File: src/rtl/score_pkg.sv
// Shared BCD constants and elaboration-time helpers for the score bank.
package score_pkg;

  localparam int unsigned BCD_W   = 4;
  localparam logic [3:0]  BCD_MAX = 4'd9;

  // Packs up to four decimal digits of v into BCD, LSD in the low nibble.
  function automatic logic [15:0] to_bcd(int v, int n);
    logic [15:0] r;
    int          t;
    r = '0;
    t = v;
    for (int i = 0; i < n; i++) begin
      r[i*4 +: 4] = 4'(t % 10);
      t = t / 10;
    end
    return r;
  endfunction

  // Ceiling log2 usable in localparam expressions.
  function automatic int unsigned clog2(int unsigned v);
    int unsigned r;
    r = 0;
    while ((32'd1 << r) < v) r++;
    return r;
  endfunction

endpackage

File: src/rtl/bcd_chain.sv
// One channel: ripple-carry BCD counter with saturate or wrap on overflow.
module bcd_chain
  import score_pkg::*;
#(
  parameter int unsigned N_DIG = 2,
  parameter bit          WRAP  = 1'b0
) (
  input  logic                   clk,
  input  logic                   reset,
  input  logic                   clr,
  input  logic                   en,
  input  logic                   en_inc,
  output logic [N_DIG*BCD_W-1:0] q,
  output logic [N_DIG*BCD_W-1:0] nxt
);

  logic carry;

  // Candidate next value when en is set; used both for commit and win compare.
  always_comb begin
    nxt   = q;
    carry = en;
    for (int d = 0; d < int'(N_DIG); d++) begin
      if (carry) begin
        if (q[d*BCD_W +: BCD_W] == BCD_MAX) begin
          nxt[d*BCD_W +: BCD_W] = '0;
        end else begin
          nxt[d*BCD_W +: BCD_W] = 4'(q[d*BCD_W +: BCD_W] + 4'd1);
          carry = 1'b0;
        end
      end
    end
    // Carry out of the top digit means the chain was all-9s.
    if (carry && !WRAP) nxt = q;
  end

  always_ff @(posedge clk) begin
    if (reset || clr) begin
      q <= '0;
    end else if (en_inc) begin
      q <= nxt;
    end
  end

endmodule

File: src/rtl/bcd_score_bank.sv
// Multi-channel BCD scoreboard with win detection, game-over lock and overflow mode.
module bcd_score_bank
  import score_pkg::*;
#(
  parameter int unsigned N_CH      = 2,
  parameter int unsigned N_DIG     = 2,
  parameter int unsigned WIN_SCORE = 11,
  parameter int unsigned WRAP      = 0
) (
  input  logic                        clk,
  input  logic                        reset,
  input  logic [N_CH-1:0]             inc,
  input  logic                        clr,
  output logic [N_CH*N_DIG*BCD_W-1:0] digits,
  output logic                        game_over,
  output logic [N_CH-1:0]             winner,
  output logic                        win_pulse
);

  localparam int unsigned CH_W = N_DIG * BCD_W;
  localparam logic [CH_W-1:0] WIN_BCD = CH_W'(to_bcd(int'(WIN_SCORE), int'(N_DIG)));
  localparam bit WIN_EN = (WIN_SCORE != 0);

  logic [N_CH-1:0] hit;
  logic [N_CH-1:0] win_oh;
  logic            found;

  for (genvar c = 0; c < int'(N_CH); c++) begin : g_ch
    logic [CH_W-1:0] nxt;

    bcd_chain #(
      .N_DIG (N_DIG),
      .WRAP  (WRAP != 0)
    ) u_chain (
      .clk    (clk),
      .reset  (reset),
      .clr    (clr),
      .en     (inc[c]),
      .en_inc (inc[c] & ~game_over),
      .q      (digits[c*CH_W +: CH_W]),
      .nxt    (nxt)
    );

    assign hit[c] = WIN_EN && !game_over && inc[c] && (nxt == WIN_BCD);
  end

  // Lowest-index channel wins a tie.
  always_comb begin
    win_oh = '0;
    found  = 1'b0;
    for (int c = 0; c < int'(N_CH); c++) begin
      if (hit[c] && !found) begin
        win_oh[c] = 1'b1;
        found     = 1'b1;
      end
    end
  end

  always_ff @(posedge clk) begin
    if (reset || clr) begin
      game_over <= 1'b0;
      winner    <= '0;
      win_pulse <= 1'b0;
    end else begin
      win_pulse <= 1'b0;
      if (!game_over && found) begin
        game_over <= 1'b1;
        winner    <= win_oh;
        win_pulse <= 1'b1;
      end
    end
  end

endmodule

File: config.mk
export PLATFORM = sky130hd
export DESIGN_NAME = bcd_score_bank
export DESIGN_NICKNAME = d
export VERILOG_FILES = /design/src/rtl/score_pkg.sv /design/src/rtl/bcd_chain.sv /design/src/rtl/bcd_score_bank.sv
export SDC_FILE = /design/constraint.sdc
export NUM_CORES = 1
export LEC_CHECK = 0
export ABC_AREA = 1
export BUFFER_PORTS_ARGS = -buffer_cell sky130_fd_sc_hd__buf_4
export CAP_MARGIN = 15
export CORE_MARGIN = 4
export CORE_UTILIZATION = 40
export CTS_CLUSTER_DIAMETER = 150
export CTS_CLUSTER_SIZE = 16
export DETAILED_ROUTE_END_ITERATION = 10
export PLACE_DENSITY_LB_ADDON = 0.15
export SLEW_MARGIN = 40
export SYNTH_ARGS = -nofsm -noshare
export SYNTH_HDL_FRONTEND = slang
export SYNTH_HIERARCHICAL = 1
export SYNTH_SLANG_ARGS = --single-unit
File: constraint.sdc
create_clock -name clk -period 3.6 [get_ports clk]
set_clock_uncertainty 0.2 [all_clocks]
set_input_delay 0.54 -clock clk [delete_from_list [all_inputs] [get_ports clk]]
set_output_delay 0.54 -clock clk [all_outputs]
set_load 0.01 [all_outputs]
==> reports/qor.yml <==
status:
  outcome: "completed"
power_and_ir_drop:
  combPwrFrac_pct: 18.2
  total_power_mw: 0.4982
  switching_share_pct: 27.73
  power.density_nw_per_um2: 286.8
  p_int_mw: 0.3600
  p_switching_mw: 0.1381
  peakVddDrop_mv: 0.2867
  pwr-share-clk_pct: 33.9
  p_seq_share_pct: 47.9
  p_leak_nw: 0.9226
clocking:
  cts_setup_buffers: 0
  cts_resized: 0
  cts_max_path_buffers: 2
  numCtsBuffers: 3
  clk_latency_ns: 0.25
  ctsRootBufferMaster: "clkbuf_8"
  htreeDepth: 1
  cts_tree: "done"
  path_clk_slew_ns: 0.08
  cts_sinks: 20
  ctsHoldBuffers: 0
place:
  gp_congestion: 0.8979
  io_buffers: 24
  dp_hpwl_um: 2505
hold_path:
  holdPathEnd: "winner[1]"
  hold_path_startpoint: "winner[1]"
  holdCritPathClass: "flop to flop"
  hold_depth: 2
floorplan:
  rows: 21
  die_w_um: 68.60
  ios: 25
  core_area_um2: 3442
  die_h_um: 68.60
  dieArea_um2: 4706
  start_util_pct: 42.68
setup_path:
  ff2ff_setup_slack_ns: 1.74
  start_kind: "flop"
  end_kind: "flop"
  required_ns: 3.55
  r2r_start: "g_ch[1].u_chain/q[0]"
  crit_type: "flop to flop"
  reg2reg_depth: 11
  crit_path_max_fanout: 7
  worstPathArrival_ns: 1.81
  r2r_end: "winner[0]"
job:
  cap_violations: 0
synth:
  synth_compound_area_share_pct: 10.56
  ys_seq_area_share_pct: 27.26
  syn_area_per_cell_um2: 6.120
  yosys.area_share.simple_pct: 42.84
  netlist_area_um2: 1469
  yosysUniqueCellTypes: 23
  synth_seq_cells: 20
  synth_top_family_by_area: "simple AND/OR/NAND/NOR gates"
  synth_xor_xnor_area_share_pct: 3.578
  synthAdderAreaFrac_pct: 0
  synth_nets: 245
  yosys_warnings: 6
  synth.area.mux_share_pct: 0
  synth_cells: 240
global_route:
  antenna_found_initial: 0
  grt_max_degree: 12
  grt_pass1_wl_um: 5223
  grt.overflow.total: 0
  grt_use_total_pct: 14.38
  grt_pass1_vias: 1191
timing:
  min_period_over_period_pct: 51.73
  tightest_slew_ns: 0.4058
  tns_ns: 0
  finalHoldViolCount: 0
  maxSlewHeadroom_pct: 72.92
  slew_violations: 0
  finalSetupViolCount: 0
  fmax_ghz: 0.5370
  grt_setup_unrepaired: "no"
  min_period_ns: 1.862
drt:
  drt-vias-per-instance: 4.623
  drt.antenna.violating_nets: 0
  drcViolationCount: 0
  vias: 1433
  routed_wl_um: 3145
  dr.pass1.iters: 4
  routedWlPerCell_um: 10.15
  drt-initial-drc-count: 65
final_layout:
  layout-drive-gt1-share_pct: 19.32
  layout.cells.most_common_list: "nand2_1, inv_1, nand3_1"
  diodes: 0
  syn2layout_area_growth_pct: 18.23
  fin_nets: 270
  final_common_cell: "nand2_1"
==> worst max-delay path: stages (launching register included) <==
cell and delay, ns:
dfxtp_1 0.50, nand2_4 0.12, nor2_8 0.14, nand3_1 0.08
nand2_1 0.08, nand2_1 0.06, nor2_2 0.12, inv_1 0.06
nor2_2 0.06, nand3_1 0.12, a21oi_1 0.16, nor2_1 0.05
==> layout make-up <==
type | instances | area (µm²)
Sequential cell | 20 | 400.4
Fill cell | 366 | 1705
Clock buffer | 4 | 55.05
Multi-Input combinational cell | 161 | 837.1
Timing Repair Buffer | 24 | 180.2
Inverter | 55 | 206.4
Tap cell | 46 | 57.56
==> through the flow <==
| stage | setup WS, ns | util, % | std cells | hold WS, ns | area [µm²] |
|---|---|---|---|---|---|
| 2_1_floorplan | 1.793 | - | 240 | 0.3269 | 1469 |
| 3_3_place_gp | 1.513 | 48.86 | 306 | 0.2916 | 1682 |
| 3_5_place_dp | 1.570 | 48.86 | 306 | 0.2921 | 1682 |
| 4_1_cts | 1.718 | 50.45 | 310 | 0.3103 | 1737 |
| 5_1_grt | 1.526 | 50.45 | 310 | 0.3653 | 1737 |
| 6_report | 1.738 | 50.45 | 310 | 0.3009 | 1737 |
==> routing by layer <==
layer | part of all wire [%] | track usage (%)
met5 | 0 | 0
met4 | 0.54 | 2.233
met3 | 4.0 | 3.404
met2 | 49 | 24.43
met1 | 46 | 18.68
==> worst max-delay path by stage <==
stage / to / start / slack, ns
final: winner[0] / g_ch[1].u_chain/q[0] / 1.74
after global routing: winner[0] / g_ch[1].u_chain/q[0] / 1.53
after CTS: winner[0] / g_ch[1].u_chain/q[0] / 1.72
after detailed placement: g_ch[0].u_chain/q[4] / inc[0] / 1.57
after global placement: g_ch[0].u_chain/q[4] / inc[0] / 1.51
after floorplan: game_over / inc[1] / 1.79
==> cell usage after synthesis <==
library cell | n | area, µm²
nand2_1 | 59 | 221.5
inv_1 | 49 | 183.9
nand3_1 | 25 | 125.1
dfxtp_1 | 20 | 400.4
a21oi_1 | 18 | 90.09
nor2_1 | 16 | 60.06
o21ai_1 | 9 | 45.04
nor2_2 | 6 | 37.54
inv_2 | 4 | 15.01
nand2_2 | 4 | 25.02
nand4_1 | 4 | 25.02
o21ai_0 | 4 | 20.02
xor2_1 | 4 | 35.03
buf_2 | 2 | 10.01
buf_4 | 2 | 15.01
clkinv_1 | 2 | 7.510
nand2_4 | 2 | 22.52
nand3_4 | 2 | 35.03
nor2_8 | 2 | 40.04
nor3_2 | 2 | 20.02
xnor2_1 | 2 | 17.52
nand3_2 | 1 | 10.01
nand3b_1 | 1 | 7.510
==> cell families after synthesis <==
group,after synthesis
buf+inv,59
compound gates,31
xor+xnor,6
flops,20
simple gates,124
==> flip-flops by register name (all words and copies together) (netlist names) <==
register        count
winner              2
game_over           1
g_ch.u_chain/q     16
win_pulse           1
==> power by group through the flow <==
stage | combinational (mW) | clock, mW | sequential [mW]
floorplan | 0.0641 | 0 | 0.245
global placement | 0.0912 | 0 | 0.244
detailed placement | 0.0911 | 0 | 0.244
CTS | 0.0914 | 0.177 | 0.239
global route | 0.102 | 0.191 | 0.240
finish | 0.0905 | 0.169 | 0.239
Power figures use the tool's default switching activity.
